===== config.mk =====
export PLATFORM = sky130hd
export DESIGN_NAME = if_stage_flat
export DESIGN_NICKNAME = d
export VERILOG_FILES = /design/src/rtl/if_stage_pkg.sv /design/src/rtl/if_stage_if.sv /design/src/rtl/if_stage_pc_reg.sv /design/src/rtl/if_stage.sv /design/src/flat_wrapper.sv
export SDC_FILE = /design/constraint.sdc
export NUM_CORES = 1
export LEC_CHECK = 0
export CAP_MARGIN = 20
export CORE_MARGIN = 2
export CORE_UTILIZATION = 48
export CTS_CLUSTER_SIZE = 16
export DETAILED_ROUTE_END_ITERATION = 16
export PLACE_DENSITY = 0.82
export SYNTH_ARGS = -nofsm -noshare
export SYNTH_HDL_FRONTEND = slang
export SYNTH_HIERARCHICAL = 1
export SYNTH_SLANG_ARGS = --single-unit

===== constraint.sdc =====
create_clock -name clk -period 2.2 [get_ports clk]
set_input_delay 0.66 -clock clk [delete_from_list [all_inputs] [get_ports clk]]
set_output_delay 0.66 -clock clk [all_outputs]
set_load 0.02 [all_outputs]

===== src/rtl/if_stage_pkg.sv =====
// Shared constants and types for the instruction-fetch stage.
//   ADDR_W / INST_W : address and instruction bus widths
//   ZERO_WORD       : all-zero word used for reset and bubbles
//   CHIP_EN/CHIP_DIS: instruction-memory chip-enable levels
//   RST_ACT         : level of rst that means "in reset"
package if_stage_pkg;
  localparam int   ADDR_W    = 32;
  localparam int   INST_W    = 32;
  localparam logic [31:0] ZERO_WORD = 32'h0;
  localparam logic CHIP_EN   = 1'b1;
  localparam logic CHIP_DIS  = 1'b0;
  localparam logic RST_ACT   = 1'b0;

  typedef logic [ADDR_W-1:0] addr_t;
  typedef logic [INST_W-1:0] inst_t;

  // Word-align a redirect target by dropping the byte offset.
  function automatic addr_t align(input addr_t a);
    return {a[ADDR_W-1:2], 2'b00};
  endfunction

  function automatic logic misaligned(input addr_t a);
    return |a[1:0];
  endfunction
endpackage


===== src/rtl/if_stage_if.sv =====
// Instruction-memory bus between the fetch stage (master) and memory (slave).
//   ce     : chip enable, driven by fetch
//   pc     : fetch address, driven by fetch
//   inst_i : instruction for pc, returned combinationally by memory
interface if_stage_if;
  import if_stage_pkg::*;
  logic  ce;
  addr_t pc;
  inst_t inst_i;

  modport master (output ce, output pc, input  inst_i);
  modport slave  (input  ce, input  pc, output inst_i);
endinterface


===== src/rtl/if_stage_pc_reg.sv =====
// Program counter with a one-deep pending-redirect slot.
//   clk, rst          : clock, synchronous active-low reset
//   stall_pc          : hold pc this cycle
//   flush, new_pc     : exception redirect, highest priority, works while stalled
//   branch_flag/target: taken branch; parked in the pending slot if stalled
//   ce, pc            : chip enable and fetch address
//   mis               : a misaligned redirect target is being accepted this cycle
module pc_reg
  import if_stage_pkg::*;
(
  input  logic  clk,
  input  logic  rst,
  input  logic  stall_pc,
  input  logic  flush,
  input  addr_t new_pc,
  input  logic  branch_flag,
  input  addr_t branch_target,
  output logic  ce,
  output addr_t pc,
  output logic  mis
);
  logic  pend_vld, pv_nxt;
  addr_t pend_tgt, pt_nxt, pc_nxt;

  always_comb begin
    pc_nxt = pc;
    pv_nxt = pend_vld;
    pt_nxt = pend_tgt;
    mis    = 1'b0;
    // While ce is still low (first edge after reset release) pc stays at 0.
    if (ce == CHIP_EN) begin
      if (flush) begin
        pc_nxt = align(new_pc);
        pv_nxt = 1'b0;
        mis    = misaligned(new_pc);
      end else if (!stall_pc) begin
        if (pend_vld) begin
          pc_nxt = pend_tgt;
          pv_nxt = 1'b0;
        end else if (branch_flag) begin
          pc_nxt = align(branch_target);
          mis    = misaligned(branch_target);
        end else begin
          pc_nxt = pc + ADDR_W'(4);
        end
      end else if (branch_flag) begin
        // Stalled branch: remember it; a newer one overwrites the older.
        pt_nxt = align(branch_target);
        pv_nxt = 1'b1;
        mis    = misaligned(branch_target);
      end
    end
  end

  always_ff @(posedge clk) begin
    if (rst == RST_ACT) begin
      ce       <= CHIP_DIS;
      pc       <= ZERO_WORD;
      pend_vld <= 1'b0;
      pend_tgt <= ZERO_WORD;
    end else begin
      ce       <= CHIP_EN;
      pc       <= pc_nxt;
      pend_vld <= pv_nxt;
      pend_tgt <= pt_nxt;
    end
  end
endmodule


===== src/rtl/if_stage.sv =====
// Instruction-fetch stage: pc generation plus the IF/ID pipeline register.
//   clk, rst            : clock, synchronous active-low reset
//   stall_pc, stall_id  : hold pc / hold IF/ID register
//   flush, new_pc       : exception redirect (bubbles IF/ID)
//   branch_flag/_target : taken-branch redirect from decode
//   imem                : instruction-memory bus (ce, pc out; inst_i in)
//   id_pc/id_inst/id_valid : registered IF/ID contents
//   addr_err            : one-cycle pulse after a misaligned redirect target
module if_stage
  import if_stage_pkg::*;
(
  input  logic  clk,
  input  logic  rst,
  input  logic  stall_pc,
  input  logic  stall_id,
  input  logic  flush,
  input  addr_t new_pc,
  input  logic  branch_flag,
  input  addr_t branch_target,
  if_stage_if.master imem,
  output addr_t id_pc,
  output inst_t id_inst,
  output logic  id_valid,
  output logic  addr_err
);
  logic  ce, mis;
  addr_t pc;

  pc_reg u_pc (
    .clk(clk), .rst(rst), .stall_pc(stall_pc),
    .flush(flush), .new_pc(new_pc),
    .branch_flag(branch_flag), .branch_target(branch_target),
    .ce(ce), .pc(pc), .mis(mis)
  );

  assign imem.ce = ce;
  assign imem.pc = pc;

  always_ff @(posedge clk) begin
    if (rst == RST_ACT) begin
      id_pc    <= ZERO_WORD;
      id_inst  <= ZERO_WORD;
      id_valid <= 1'b0;
      addr_err <= 1'b0;
    end else begin
      addr_err <= mis;
      // pc is held but decode is free: feed it a bubble rather than a duplicate.
      if (flush || (stall_pc && !stall_id)) begin
        id_pc    <= ZERO_WORD;
        id_inst  <= ZERO_WORD;
        id_valid <= 1'b0;
      end else if (!stall_id) begin
        id_pc    <= pc;
        id_inst  <= imem.inst_i;
        id_valid <= ce;
      end
    end
  end
endmodule

===== src/flat_wrapper.sv =====
// flat-port wrapper written by rule: the top's interface ports become plain ports
module if_stage_flat import if_stage_pkg::*;
  (clk, rst, stall_pc, stall_id, flush, new_pc, branch_flag, branch_target, id_pc, id_inst, id_valid, addr_err, imem_ce, imem_pc, imem_inst_i);
  if_stage_if imem_i ();
  input  logic clk;
  input  logic rst;
  input  logic stall_pc;
  input  logic stall_id;
  input  logic flush;
  input  addr_t new_pc;
  input  logic branch_flag;
  input  addr_t branch_target;
  output addr_t id_pc;
  output inst_t id_inst;
  output logic id_valid;
  output logic addr_err;
  output wire logic [$bits(imem_i.ce)-1:0] imem_ce;
  output wire logic [$bits(imem_i.pc)-1:0] imem_pc;
  input wire logic [$bits(imem_i.inst_i)-1:0] imem_inst_i;
  assign imem_ce = imem_i.ce;
  assign imem_pc = imem_i.pc;
  assign imem_i.inst_i = imem_inst_i;
  if_stage u_core (.clk(clk), .rst(rst), .stall_pc(stall_pc), .stall_id(stall_id), .flush(flush), .new_pc(new_pc), .branch_flag(branch_flag), .branch_target(branch_target), .imem(imem_i), .id_pc(id_pc), .id_inst(id_inst), .id_valid(id_valid), .addr_err(addr_err));
endmodule

==> results by stage, run 1 <==
Logic synthesis:
- The number of flops mapped to enable cells by yosys is 0.
- The fraction of registers with async set/reset is 0%.
- Synthesis instantiated 60 different standard cells from the library.
- Sequential cells were found to cover 39.00% of the synthesized design area.
- The synthesized design devotes to its leading area cell type 39.00% of total area.
- For this run, the number of Yosys warnings is 6.
- The library cell with the largest summed area after synthesis is sky130_fd_sc_hd__dfxtp_1.
- By area the synthesized netlist is led by sky130_fd_sc_hd__dfxtp_1, sky130_fd_sc_hd__nand2_1, sky130_fd_sc_hd__or3b_1, sky130_fd_sc_hd__a21oi_1, sky130_fd_sc_hd__a21boi_0.
- The cell count after synthesis is 825.
- The mean post-synth cell area is 7.964 um^2.
- The most used flip-flop cell after synthesis is sky130_fd_sc_hd__dfxtp_1.
- The flop and latch count out of synthesis is 128.
- The mapped cell area is 6570 um^2.

Clock network:
- The TritonCTS clock tree is yes.
- The clock sink count is 128.
- The worst-skew pair later-pin latency is 0.41 ns.
- The H-tree generated during clock tree synthesis spans 4 levels.
- The number of hold buffers added after CTS is 0.
- In this run the deepest clock path goes through 2 buffers.
- The tree is rooted in a sky130_fd_sc_hd__clkbuf_16.
- After clock tree synthesis, the clock-pin slew on the worst setup and hold paths is 0.05 ns.
- The total CTS buffers is 17.

Routing:
- Once detail routing completed, the nets flagged for antenna violations numbered 0.
- In this run, the number of DRC markers left after iteration 0 of detailed routing was 688.
- The overall via count from detail_route is 7,158.
- In the routed layout, each cell is associated on average with a via count of 5.796.
- For this run, the detailed router's first-pass iteration total came to 6.
- For this run, design rule violations remaining after detail routing come to 0.
- After detailed routing, the average wire length per cell comes to 17.37 um.
- The routed wire length is 21,460 um.

STA:
- The clock skew is 0.005862 ns.
- Setup repair after global routing left no endpoint under its margin.
- The worst-margin pin slew is 0.5092 ns.
- The relative slew slack is 65.74%.
- The setup slack after layout is 0.04408 ns.
- The minimum hold slack is 0.4575 ns.
- The count of endpoints failing hold in the final timing report is 0.
- The final cycle utilization of the critical path is 98.00%.
- Setup violations remaining at the end of the flow were counted as 0.
- The number of max-slew violations in the final report was 0.
- The final critical delay including setup and external delays is 2.156 ns.
- Timing would allow up to 463.8 MHz.

Worst setup path:
- The beginning of the worst register-to-register path is u_core/u_pc/pc[6]$_SDFFE_PN0P_.
- The kind of cell with the highest combined delay along the critical path is buffers and inverters.
- The worst register-to-register path has a setup slack of 0.16 ns.
- Data on the critical path is required at its endpoint by 1.54 ns.
- The slowest stage cell on the critical path is sky130_fd_sc_hd__clkdlybuf4s50_1.
- Walking the worst path, the cells encountered are buf_4 -> clkdlybuf4s50_1.
- The critical path data arrival time is 1.50 ns.
- The capture instance of the worst register-to-register path is u_core/u_pc/pc[16]$_SDFFE_PN0P_.
- The number of buffers and inverters on the critical path is 2.
- The type of element capturing the critical path is an output port.
- The critical path launch point type is a flip-flop.
- The kind of critical path is flip-flop to output port.
- In this run the worst path has a maximum fanout of 7.
- The delay of the slowest critical-path stage is 0.61 ns.
- Counting cells, the worst reg-to-reg path comes to 5.

GRT:
- The total routing resource utilization after global routing is 28.65%.
- The wire length of the first global-routing pass is 33,320 um.
- The number of antenna violations at the first check in global routing is 0.
- The total grt overflow is 0.
- The via count of the first global-routing pass is 6,603.
- Entering global routing, the biggest net connects 59 pins.

Die:
- Measured along the y axis, the die boundary spans 121.0 um.
- After floorplanning, the core was divided into 42 placement rows.
- The core area is 13,300 um^2.
- For this configuration, the core starts out at a cell density of 49.42%.
- The overall die width is 121.0 um.
- In this run the count of I/O pins placed on the die edge is 201.
- The area of the die is 14,640 um^2.

Hold path:
- The worst hold path passes through 2 cells.
- The endpoint of the worst hold-timing path is u_core/id_inst[1]$_SDFFE_PP0N_.
- The startpoint identified for the worst hold timing path is u_core/id_inst[1]$_SDFFE_PP0N_.
- The path class of the lowest-slack min-delay path is flip-flop to flip-flop.

Job:
- The total of max-cap violations is 0.

Pwr:
- The power consumption is 6.496 mW.
- For this design the ratio of total power to cell area is 669.8 nW/um^2.
- Summed over all cells, the static leakage comes to 3.591 nW.
- The largest vdd supply drop is 0.0005124 V.

Finish:
- The library cell used most frequently in the layout, excluding fill and tap cells, is sky130_fd_sc_hd__clkdlybuf4s50_1.
- Cells with a size suffix above 1 make up 11.14% of the layout.
- The repair_antennas step left the layout with diodes totalling 0.
- Leaving out fill and tap cells, the most frequent cells in the layout are sky130_fd_sc_hd__clkdlybuf4s50_1, sky130_fd_sc_hd__nand2_1, sky130_fd_sc_hd__dfxtp_1.
- The final cell area excluding filler cells is 9698 um^2.
- The layout-stage area growth over the synthesis result is 47.61%.
- The utilization of the core after routing is 72.94%.
- In the final design database the tool counted 1,149 nets.
- The largest registers in the layout are u_core/id_inst: 32 flops, u_core/id_pc: 32 flops.

Placed design:
- Buffers placed on the I/O ports in this run total 198.
- In this run the cell area measured after placement is 9031 um^2.
- The HPWL reported at the end of detailed placement is 15,220 um.
- OpenSTA, run right after detailed placement, puts the worst setup slack at -0.1164 ns.
- The congestion estimate from routability-driven global placement came to 0.9493.

Outcome:
- The run finished with clean final reports.
worst reg2reg max path, stage by stage, from the launching register on:
cell                       delay, ns
sky130_fd_sc_hd__dfxtp_1        0.44
sky130_fd_sc_hd__nand3_2        0.16
sky130_fd_sc_hd__or4_4          0.57
sky130_fd_sc_hd__or3_1          0.34
sky130_fd_sc_hd__a311oi_1       0.31
sky130_fd_sc_hd__a221o_2        0.17
cell families after synthesis:
| kind of cell | Yosys count | share of synthesized area, % |
|---|---|---|
| xor+xnor | 5 | 0.6667 |
| mux | 5 | 0.7618 |
| fa+ha+maj | 1 | 0.1904 |
| other cells | 1 | 0.05708 |
| compound gates | 247 | 24.07 |
| simple gates | 346 | 28.11 |
| flops | 128 | 39.00 |
| buf+inv | 92 | 7.141 |
stage by stage:
stage	TNS, ns	instances
finish	0	1235
global route	0	1235
CTS	0	1235
detailed placement	-1.327	1203
global placement	-0.1900	1203
floorplan	0	826
power by group:
| part | switching [mW] | internal, mW | total [mW] |
|---|---|---|---|
| Clock | 1.01 | 2.02 | 3.03 |
| Sequential | 0.0599 | 2.39 | 2.45 |
| Combinational | 0.511 | 0.506 | 1.02 |
| Total | 1.58 | 4.91 | 6.50 |
layout make-up:
class	instances	area, um^2
clock inverter	9	153.9
multi-input combinational	606	3548
timing repair buffer	272	2646
inverter	21	78.83
sequential	128	2562
clock buffer	23	488.0
fill	1011	3597
tap	176	220.2
what timing repair did:
| item | CTS | global route |
|---|---|---|
| gates cloned | 0 | 0 |
| endpoints found under the setup margin | 5 | 12 |
| gates resized for setup | 5 | 12 |
| buffers inserted | 0 | 0 |
worst max-delay path by stage:
stage / cells after the start / to / startpoint / slack (ns)
floorplan: 7 / u_core/u_pc/pc[16]$_SDFFE_PN0P_ / u_core/u_pc/pc[2]$_SDFFE_PN0P_ / 0.03
global placement: 7 / u_core/u_pc/pc[11]$_SDFFE_PN0P_ / branch_flag / -0.08
detailed placement: 7 / u_core/u_pc/pc[11]$_SDFFE_PN0P_ / branch_flag / -0.12
CTS: 1 / imem_pc[21] / u_core/u_pc/pc[21]$_SDFFE_PN0P_ / 0.002
global route: 2 / imem_pc[4] / u_core/u_pc/pc[4]$_SDFFE_PN0P_ / 0.005
finish: 2 / imem_pc[4] / u_core/u_pc/pc[4]$_SDFFE_PN0P_ / 0.04
Yosys cell counts (7+ instances only):
| master | number |
|---|---|
| sky130_fd_sc_hd__nand2_1 | 168 |
| sky130_fd_sc_hd__dfxtp_1 | 128 |
| sky130_fd_sc_hd__a21oi_1 | 93 |
| sky130_fd_sc_hd__or3b_1 | 65 |
| sky130_fd_sc_hd__o21ai_0 | 43 |
| sky130_fd_sc_hd__clkbuf_1 | 41 |
| sky130_fd_sc_hd__a21boi_0 | 31 |
| sky130_fd_sc_hd__nor2_1 | 23 |
| sky130_fd_sc_hd__inv_1 | 20 |
| sky130_fd_sc_hd__nand3_1 | 13 |
| sky130_fd_sc_hd__nor3_1 | 13 |
| sky130_fd_sc_hd__a221oi_1 | 11 |
| sky130_fd_sc_hd__and2_1 | 10 |
| sky130_fd_sc_hd__nand2b_1 | 9 |
| sky130_fd_sc_hd__nor4_1 | 9 |
| sky130_fd_sc_hd__nand4_1 | 8 |
| sky130_fd_sc_hd__and4_1 | 7 |
| sky130_fd_sc_hd__buf_2 | 7 |
| sky130_fd_sc_hd__o2bb2ai_1 | 7 |
per-layer routing:
metal	routed length (um)	vias to the layer above	part of all wire, %	global-route usage, %
li1	-	3400	-	-
met3	2168	50	10	7.425
met5	0	-	0	0
met2	9693	426	45	43.93
met4	433	0	2.0	10.97
met1	9163	3282	43	38.58
Power figures use the tool's default switching activity.
==> run 2, diff against run 1 <==
--- a/config.mk
+++ b/config.mk
@@ -7,10 +7,9 @@
 export LEC_CHECK = 0
 export CAP_MARGIN = 20
 export CORE_MARGIN = 2
-export CORE_UTILIZATION = 48
+export CORE_UTILIZATION = 25
 export CTS_CLUSTER_SIZE = 16
 export DETAILED_ROUTE_END_ITERATION = 16
-export PLACE_DENSITY = 0.82
 export SYNTH_ARGS = -nofsm -noshare
 export SYNTH_HDL_FRONTEND = slang
 export SYNTH_HIERARCHICAL = 1
==> results by stage, run 2 (synthesis gave the netlist of run 1 again) <==
Placed design:
- The final RePlAce weighted congestion is 0.8364 (was 0.9493).
- The placement-stage cell area is 9165 um^2 (was 9031 um^2).
- The number of cells after detailed placement is 1,350 (was 1,203).
- The HPWL reported at the end of detailed placement came to 16,700 um (was 15,220 um).
- The number of input and output port buffers inserted is 198 (unchanged).
- The worst setup slack before clock tree synthesis is -0.08111 ns (was -0.1164 ns).

Die:
- The initial standard-cell utilization of the core is 25.36% (was 49.42%).
- The core area is 25,910 um^2 (was 13,300 um^2).
- The count of boundary I/O pins came to 201 (unchanged).
- The overall die width is 166.1 um (was 121.0 um).
- The area of the die is 27,590 um^2 (was 14,640 um^2).
- The height of the die is 166.1 um (was 121.0 um).
- The row count was 59 (was 42).

GRT:
- The maximum number of pins on one net before global-route repair is 67 (was 59).
- The total grt overflow came to 0 (unchanged).
- The wire length of the first global-routing pass came to 35,660 um (was 33,320 um).
- The number of antenna violations at the first check in global routing came to 0 (unchanged).
- The total routing resource utilization after global routing was 16.16% (was 28.65%).
- The via count of the first global-routing pass came to 6,126 (was 6,603).

STA:
- The fmax is 467.7 MHz (was 463.8 MHz).
- The number of max-slew violations in the final report came to 0 (unchanged).
- The count of endpoints failing hold in the final timing report is 0 (unchanged).
- The minimum hold slack is 0.4577 ns (was 0.4575 ns).
- The worst-margin pin slew came to 0.5660 ns (was 0.5092 ns).
- The final cycle utilization of the critical path came to 97.18% (was 98.00%).
- The setup violation total in the final timing report is 0 (unchanged).
- RSZ-0062 raised after global routing: no (unchanged).
- The relative slew slack is 61.92% (was 65.74%).
- The final critical delay including setup and external delays is 2.138 ns (was 2.156 ns).
- The setup slack after layout is 0.06201 ns (was 0.04408 ns).
- The clock skew is 0.01253 ns (was 0.005862 ns).

Finish:
- The layout-stage area growth over the synthesis result was 49.04% (was 47.61%).
- Top flop regs: u_core/id_inst: 32 flops, u_core/id_pc: 32 flops (unchanged).
- The utilization of the core after routing is 37.79% (was 72.94%).
- Leading cell types in the layout, fill and taps excluded: sky130_fd_sc_hd__clkdlybuf4s50_1, sky130_fd_sc_hd__nand2_1, sky130_fd_sc_hd__dfxtp_1 (unchanged).
- The post-route non-filler standard cell count came to 1,382 (was 1,235).
- The number of nets in the final layout is 1,137 (was 1,149).
- The commonest non-fill, non-tap cell in the layout is sky130_fd_sc_hd__clkdlybuf4s50_1 (unchanged).
- The fraction of layout instances using a drive strength above 1 was 10.41% (was 11.14%).
- The final cell area excluding filler cells is 9792 um^2 (was 9698 um^2).
- The number of antenna cells inserted was 0 (unchanged).

Worst setup path:
- The internal reg-to-reg setup slack is 0.22 ns (was 0.16 ns).
- The largest fanout of any net on the critical path was 4 (was 7).
- The type of element capturing the critical path is an output port (unchanged).
- Cell chain of the critical path: clkdlybuf4s50_1 (was buf_4 -> clkdlybuf4s50_1).
- The slowest stage cell on the critical path is sky130_fd_sc_hd__clkdlybuf4s50_1 (unchanged).
- The kind of critical path was flip-flop to output port (unchanged).
- The critical path data arrival time is 1.48 ns (was 1.50 ns).
- The kind of cell with the highest combined delay on the critical path is buffers and inverters (unchanged).
- The capture instance of the worst register-to-register path was u_core/u_pc/pc[16]$_SDFFE_PN0P_ (unchanged).
- The beginning of the worst register-to-register path is u_core/u_pc/pc[6]$_SDFFE_PN0P_ (unchanged).
- The worst reg-to-reg path cell count is 5 (unchanged).
- The delay of the slowest critical-path stage was 0.64 ns (was 0.61 ns).
- The required time of the critical path is 1.54 ns (about the same).
- The critical path launch point type was a flip-flop (unchanged).
- The worst path buffer plus inverter count is 1 (was 2).

Routing:
- The number of DRC violations after detailed routing is 0 (unchanged).
- The number of antenna-violating nets in the routed design is 0 (unchanged).
- The routed wire length is 22,980 um (was 21,460 um).
- The DRC violation total after the first TritonRoute iteration is 512 (was 688).
- The overall via count from detail_route came to 6,765 (was 7,158).
- The number of search-and-repair iterations in the first detailed-routing pass is 4 (was 6).
- The average routed wire per standard cell is 16.63 um (was 17.37 um).
- The number of vias per cell is 4.895 (was 5.796).

Clock network:
- The worst-skew pair later-pin latency was 0.42 ns (was 0.41 ns).
- The TritonCTS clock tree is yes (unchanged).
- The clock-pin slew of the registers on the worst-case setup and hold paths is 0.06 ns (was 0.05 ns).
- The maximum level of the CTS H-tree is 4 (unchanged).
- The clock tree buffer depth is 2 (unchanged).
- The clock sink count was 128 (unchanged).
- The cell at the root of the clock tree is sky130_fd_sc_hd__clkbuf_16 (unchanged).
- The total CTS buffers was 17 (unchanged).
- The number of post-CTS setup repair buffers is 0 (unchanged).

Pwr:
- The largest vdd supply drop is 0.0004443 V (was 0.0005124 V).
- The cell leakage power was 3.464 nW (was 3.591 nW).
- The total power density per cell area is 660.9 nW/um^2 (was 669.8 nW/um^2).

Hold path:
- The hold-critical path depth came to 2 (unchanged).
- The endpoint of the worst hold-timing path is u_core/id_inst[10]$_SDFFE_PP0N_ (was u_core/id_inst[1]$_SDFFE_PP0N_).
- The path class of the lowest-slack min-delay path is flip-flop to flip-flop (unchanged).
- The start point of the worst hold path is u_core/id_inst[10]$_SDFFE_PP0N_ (was u_core/id_inst[1]$_SDFFE_PP0N_).

Outcome:
- Result of the run: finished, final reports clean (unchanged).

Job:
- The total of max-cap violations is 0 (unchanged).
==> run 2: what timing repair did <==
item,in CTS,in global routing
hold buffers,0,0
setup endpoints to repair,19,5
resized for setup,20,5
pin swaps,0,0
==> run 2: stage by stage <==
| step | setup TNS [ns] | total power [mW] |
|---|---|---|
| after global placement | -0.3276 | 3.505 |
| after global routing | 0 | 6.744 |
| after CTS | 0 | 6.556 |
| final | 0 | 6.471 |
| after detailed placement | -0.5882 | 3.507 |
| after floorplan | 0 | 2.972 |
==> run 2: power breakdown <==
part	leakage [nW]	internal [mW]	switching [mW]
clock network	0.294	1.91	1.12
registers	1.04	2.39	0.0695
logic	2.13	0.482	0.499
total	3.46	4.78	1.69
==> run 2: final cells by class <==
type	count	area, um^2
clock buffer	21	480.5
clock inverter	11	153.9
fill	2624	16120
inverter	21	78.83
multi-input combinational	606	3550
sequential	128	2564
tap	335	419.2
timing repair buffer	260	2546
==> run 2: metal layers <==
layer  routed length (um)  track usage (%)
met1                11370            23.97
met5                    0                0
met2                 9690            22.97
met4                  499            6.125
met3                 1419            3.051
==> run 2: worst max path at each step <==
stage,from,end,depth (start not counted)
after CTS,u_core/u_pc/pc[14]$_SDFFE_PN0P_,imem_pc[14],2
after global placement,branch_flag,u_core/u_pc/pc[4]$_SDFFE_PN0P_,8
after global routing,u_core/u_pc/pc[20]$_SDFFE_PN0P_,imem_pc[20],1
final,u_core/u_pc/pc[19]$_SDFFE_PN0P_,imem_pc[19],1
after floorplan,u_core/u_pc/pc[2]$_SDFFE_PN0P_,u_core/u_pc/pc[16]$_SDFFE_PN0P_,7
after detailed placement,branch_flag,u_core/u_pc/pc[11]$_SDFFE_PN0P_,7
==> run 3, diff against run 2 <==
--- a/config.mk
+++ b/config.mk
@@ -5,11 +5,13 @@
 export SDC_FILE = /design/constraint.sdc
 export NUM_CORES = 1
 export LEC_CHECK = 0
+export ABC_AREA = 1
 export CAP_MARGIN = 20
 export CORE_MARGIN = 2
 export CORE_UTILIZATION = 25
 export CTS_CLUSTER_SIZE = 16
 export DETAILED_ROUTE_END_ITERATION = 16
+export GPL_TIMING_DRIVEN = 0
 export SYNTH_ARGS = -nofsm -noshare
 export SYNTH_HDL_FRONTEND = slang
 export SYNTH_HIERARCHICAL = 1
==> results by stage, run 3 <==
Logic synthesis:
- The library cell with the largest summed area after synthesis was sky130_fd_sc_hd__dfxtp_1 (unchanged).
- The mapped cell area was 6820 um^2 (was 6570 um^2).
- The top flip-flop cell by instance count after synthesis was sky130_fd_sc_hd__dfxtp_1 (unchanged).
- The share of synthesized area occupied by flip-flops and latches is 37.57% (was 39.00%).
- The fraction of registers with async set/reset was 0% (unchanged).
- Leading post-synthesis cells by cell area: sky130_fd_sc_hd__dfxtp_1, sky130_fd_sc_hd__nor2_1, sky130_fd_sc_hd__nand2_1, sky130_fd_sc_hd__inv_1, sky130_fd_sc_hd__o21ai_0 (was sky130_fd_sc_hd__dfxtp_1, sky130_fd_sc_hd__nand2_1, sky130_fd_sc_hd__or3b_1, sky130_fd_sc_hd__a21oi_1, sky130_fd_sc_hd__a21boi_0).
- The cell count after synthesis is 1,129 (was 825).
- The mean post-synth cell area is 6.041 um^2 (was 7.964 um^2).
- The number of warnings reported in the yosys synthesis log is 6 (unchanged).
- Most used standard cells in the synthesized netlist: sky130_fd_sc_hd__nor2_1, sky130_fd_sc_hd__nand2_1, sky130_fd_sc_hd__inv_1, sky130_fd_sc_hd__dfxtp_1, sky130_fd_sc_hd__o21ai_0 (was sky130_fd_sc_hd__nand2_1, sky130_fd_sc_hd__dfxtp_1, sky130_fd_sc_hd__a21oi_1, sky130_fd_sc_hd__or3b_1, sky130_fd_sc_hd__o21ai_0).
- The number of unique standard cell types used by synthesis is 36 (was 60).
- The most frequent cell after synthesis is sky130_fd_sc_hd__nor2_1 (was sky130_fd_sc_hd__nand2_1).
- The flop and latch count out of synthesis was 128 (unchanged).
- The portion of synthesized cell area occupied by the leading cell type came to 37.57% (was 39.00%).
- The number of flops mapped to enable cells by yosys is 0 (unchanged).

Pwr:
- The portion of total power attributed to combinational logic is 15.5% (was 15.2%).
- The total internal power is 4.446 mW (was 4.784 mW).
- The power consumption was 6.262 mW (was 6.471 mW).
- The sequential share of power is 40.3% (was 38.0%).
- The total power density per cell area is 640.3 nW/um^2 (was 660.9 nW/um^2).
- The clock share of power is 44.2% (was 46.8%).
- The cell leakage power is 4.678 nW (was 3.464 nW).
- The largest vdd supply drop is 0.0004033 V (was 0.0004443 V).
- The total net switching power is 1.816 mW (was 1.687 mW).
- The switching power as a share of total power is 29.01% (was 26.07%).

Clock network:
- The number of hold buffers added after CTS was 0 (unchanged).
- The worst-skew pair later-pin latency was 0.42 ns (about the same).
- The TritonCTS clock tree is yes (unchanged).
- The clock sink count came to 128 (unchanged).
- The clock-pin slew of the registers on the worst-case setup and hold paths is 0.06 ns (about the same).
- The number of post-CTS setup repair buffers is 0 (unchanged).
- The cell at the root of the clock tree was sky130_fd_sc_hd__clkbuf_16 (unchanged).
- The clock tree buffer depth is 2 (unchanged).
- The total CTS buffers is 17 (unchanged).
- The maximum level of the CTS H-tree is 4 (unchanged).

STA:
- The fmax was 467.9 MHz (was 467.7 MHz).
- The setup slack after layout is 0.06259 ns (was 0.06201 ns).
- The count of endpoints failing hold in the final timing report came to 0 (unchanged).
- The minimum hold slack is 0.5165 ns (was 0.4577 ns).
- The clock skew was 0.01316 ns (was 0.01253 ns).
- The relative slew slack is 57.93% (was 61.92%).
- The worst-margin pin slew is 0.6311 ns (was 0.5660 ns).
- RSZ-0062 raised after global routing: no (unchanged).
- The setup violation total in the final timing report is 0 (unchanged).
- The number of max-slew violations in the final report is 0 (unchanged).
- The final critical delay including setup and external delays was 2.137 ns (was 2.138 ns).
- The final cycle utilization of the critical path came to 97.16% (was 97.18%).

Routing:
- The overall via count from detail_route is 7,371 (was 6,765).
- The number of DRC violations after detailed routing is 0 (unchanged).
- The routed wire length is 24,630 um (was 22,980 um).
- The number of search-and-repair iterations in the first detailed-routing pass is 5 (was 4).
- The DRC violation total after the first TritonRoute iteration was 717 (was 512).
- The number of vias per cell came to 4.338 (was 4.895).
- The average routed wire per standard cell is 14.49 um (was 16.63 um).
- The number of antenna-violating nets in the routed design is 0 (unchanged).

Placed design:
- The number of input and output port buffers inserted is 196 (was 198).
- The worst setup slack before clock tree synthesis is -0.4877 ns (was -0.08111 ns).
- The HPWL reported at the end of detailed placement is 19,010 um (was 16,700 um).
- The number of cells after detailed placement is 1,667 (was 1,350).
- The final RePlAce weighted congestion is 0.9101 (was 0.8364).

Worst setup path:
- The largest fanout of any net on the critical path came to 7 (was 4).
- The worst path buffer plus inverter count was 1 (unchanged).
- Cell chain of the critical path: clkdlybuf4s50_1 (unchanged).
- The type of element capturing the critical path was an output port (unchanged).
- The slowest stage cell on the critical path is sky130_fd_sc_hd__clkdlybuf4s50_1 (unchanged).
- The critical path launch point type is a flip-flop (unchanged).
- The critical path data arrival time was 1.48 ns (about the same).
- The required time of the critical path is 1.54 ns (about the same).
- The delay of the slowest critical-path stage came to 0.64 ns (about the same).
- The kind of cell with the highest combined delay on the critical path is buffers and inverters (unchanged).
- The kind of critical path is flip-flop to output port (unchanged).

GRT:
- The maximum number of pins on one net before global-route repair was 17 (was 67).
- The total routing resource utilization after global routing is 16.90% (was 16.16%).
- The number of antenna violations at the first check in global routing is 0 (unchanged).
- The via count of the first global-routing pass is 6,647 (was 6,126).
- The wire length of the first global-routing pass is 37,320 um (was 35,660 um).
- The total grt overflow came to 0 (unchanged).

Finish:
- The layout-stage area growth over the synthesis result came to 43.39% (was 49.04%).
- The fraction of layout instances using a drive strength above 1 is 7.511% (was 10.41%).
- The utilization of the core after routing is 36.39% (was 37.79%).
- Leading cell types in the layout, fill and taps excluded: sky130_fd_sc_hd__nor2_1, sky130_fd_sc_hd__nand2_1, sky130_fd_sc_hd__clkdlybuf4s50_1 (was sky130_fd_sc_hd__clkdlybuf4s50_1, sky130_fd_sc_hd__nand2_1, sky130_fd_sc_hd__dfxtp_1).
- Top flop regs: u_core/id_inst: 32 flops, u_core/id_pc: 32 flops (unchanged).
- The post-route non-filler standard cell count came to 1,699 (was 1,382).
- The number of antenna cells inserted is 0 (unchanged).
- The number of nets in the final layout is 1,448 (was 1,137).
- The commonest non-fill, non-tap cell in the layout was sky130_fd_sc_hd__nor2_1 (was sky130_fd_sc_hd__clkdlybuf4s50_1).
- The number of fill cells is 2,909 (was 2,624).

Hold path:
- The path class of the lowest-slack min-delay path is flip-flop to flip-flop (unchanged).

Die:
- The height of the die is 169.2 um (was 166.1 um).
- The row count is 60 (was 59).
- The initial standard-cell utilization of the core was 25.38% (was 25.36%).
- The overall die width is 169.2 um (was 166.1 um).
- The count of boundary I/O pins is 201 (unchanged).
- The core area is 26,880 um^2 (was 25,910 um^2).
- The area of the die is 28,620 um^2 (was 27,590 um^2).

Outcome:
- Result of the run: finished, final reports clean (unchanged).

Job:
- The total of max-cap violations came to 0 (unchanged).
==> run 3: changes by cell type in the layout (fill, tap and decap cells not counted), sizes merged, moves of 11 or more <==
| cell | change |
|---|---|
| o21ai | +29 |
| nor3 | -13 |
| nand2 | +85 |
| buf | -30 |
| clkbuf | +19 |
| inv | +148 |
| or3b | -65 |
| a21oi | -44 |
| nor2 | +322 |
| a21boi | -30 |
| a221oi | -11 |
==> run 3: what timing repair did <==
item	4_1_cts	5_1_grt
gates resized for setup	32	8
endpoints found under the setup margin	32	14
gates cloned	0	0
==> run 3: path summary, 6_finish.rpt <==
check                                                      from                         endpoint  slack, ns  cells past startpoint
worst max-delay path            u_core/u_pc/pc[18]$_SDFFE_PN0P_                      imem_pc[18]       0.06                      1
worst min-delay path            u_core/u_pc/pc[30]$_SDFFE_PN0P_  u_core/u_pc/pc[30]$_SDFFE_PN0P_       0.52                      2
worst max register to register   u_core/u_pc/pc[2]$_SDFFE_PN0P_  u_core/u_pc/pc[12]$_SDFFE_PN0P_       0.28                     12
worst min register to register  u_core/u_pc/pc[30]$_SDFFE_PN0P_  u_core/u_pc/pc[30]$_SDFFE_PN0P_       0.52                      2
==> run 3: area by class of cell <==
type | instances | area (um^2) | area share (%)
Sequential cell | 128 | 2572 | 26.31
Clock inverter | 13 | 130.1 | 1.331
Timing Repair Buffer | 196 | 1938 | 19.82
Clock buffer | 19 | 442.9 | 4.529
Multi-Input combinational cell | 780 | 3331 | 34.06
Inverter | 166 | 623.1 | 6.372
Tap cell | 341 | 426.7 | 4.363
Buffer | 56 | 315.3 | 3.224
==> run 3: through the flow <==
stage	area (um^2)	TNS (ns)
final	9779	0
after global routing	9779	0
after CTS	9763	0
after detailed placement	9213	-16.15
after global placement	9213	-16.30
after floorplan	6824	0
==> run 3: cells by family after synthesis <==
group	share of synthesized area [%]
buf+inv	13.72
other cells	0.05498
simple gates	36.98
xor+xnor	1.156
fa+ha+maj	0.1834
flops	37.57
compound gates	10.33
==> run 3: tightest hold or removal path, delay by kind of cell (launching register included) <==
kind             cells  cell delay (ns)
DFF                  1             0.36
and+or+nand+nor      2             0.11
==> run 3: power groups by stage <==
stage / logic [mW] / clock network [mW] / registers [mW]
6_report: 0.969 / 2.77 / 2.52
5_1_grt: 1.06 / 2.96 / 2.54
4_1_cts: 0.967 / 2.85 / 2.53
3_5_place_dp: 0.984 / 0 / 2.58
3_3_place_gp: 0.982 / 0 / 2.58
2_1_floorplan: 0.428 / 0 / 2.61
==> run 3: layer usage <==
metal	GRT usage (%)	vias to the layer above	share of wire, %
li1	-	3807	-
met1	22.97	3239	46
met2	26.81	298	45
met3	3.895	27	7.1
met4	4.757	0	1.8
met5	0	-	0
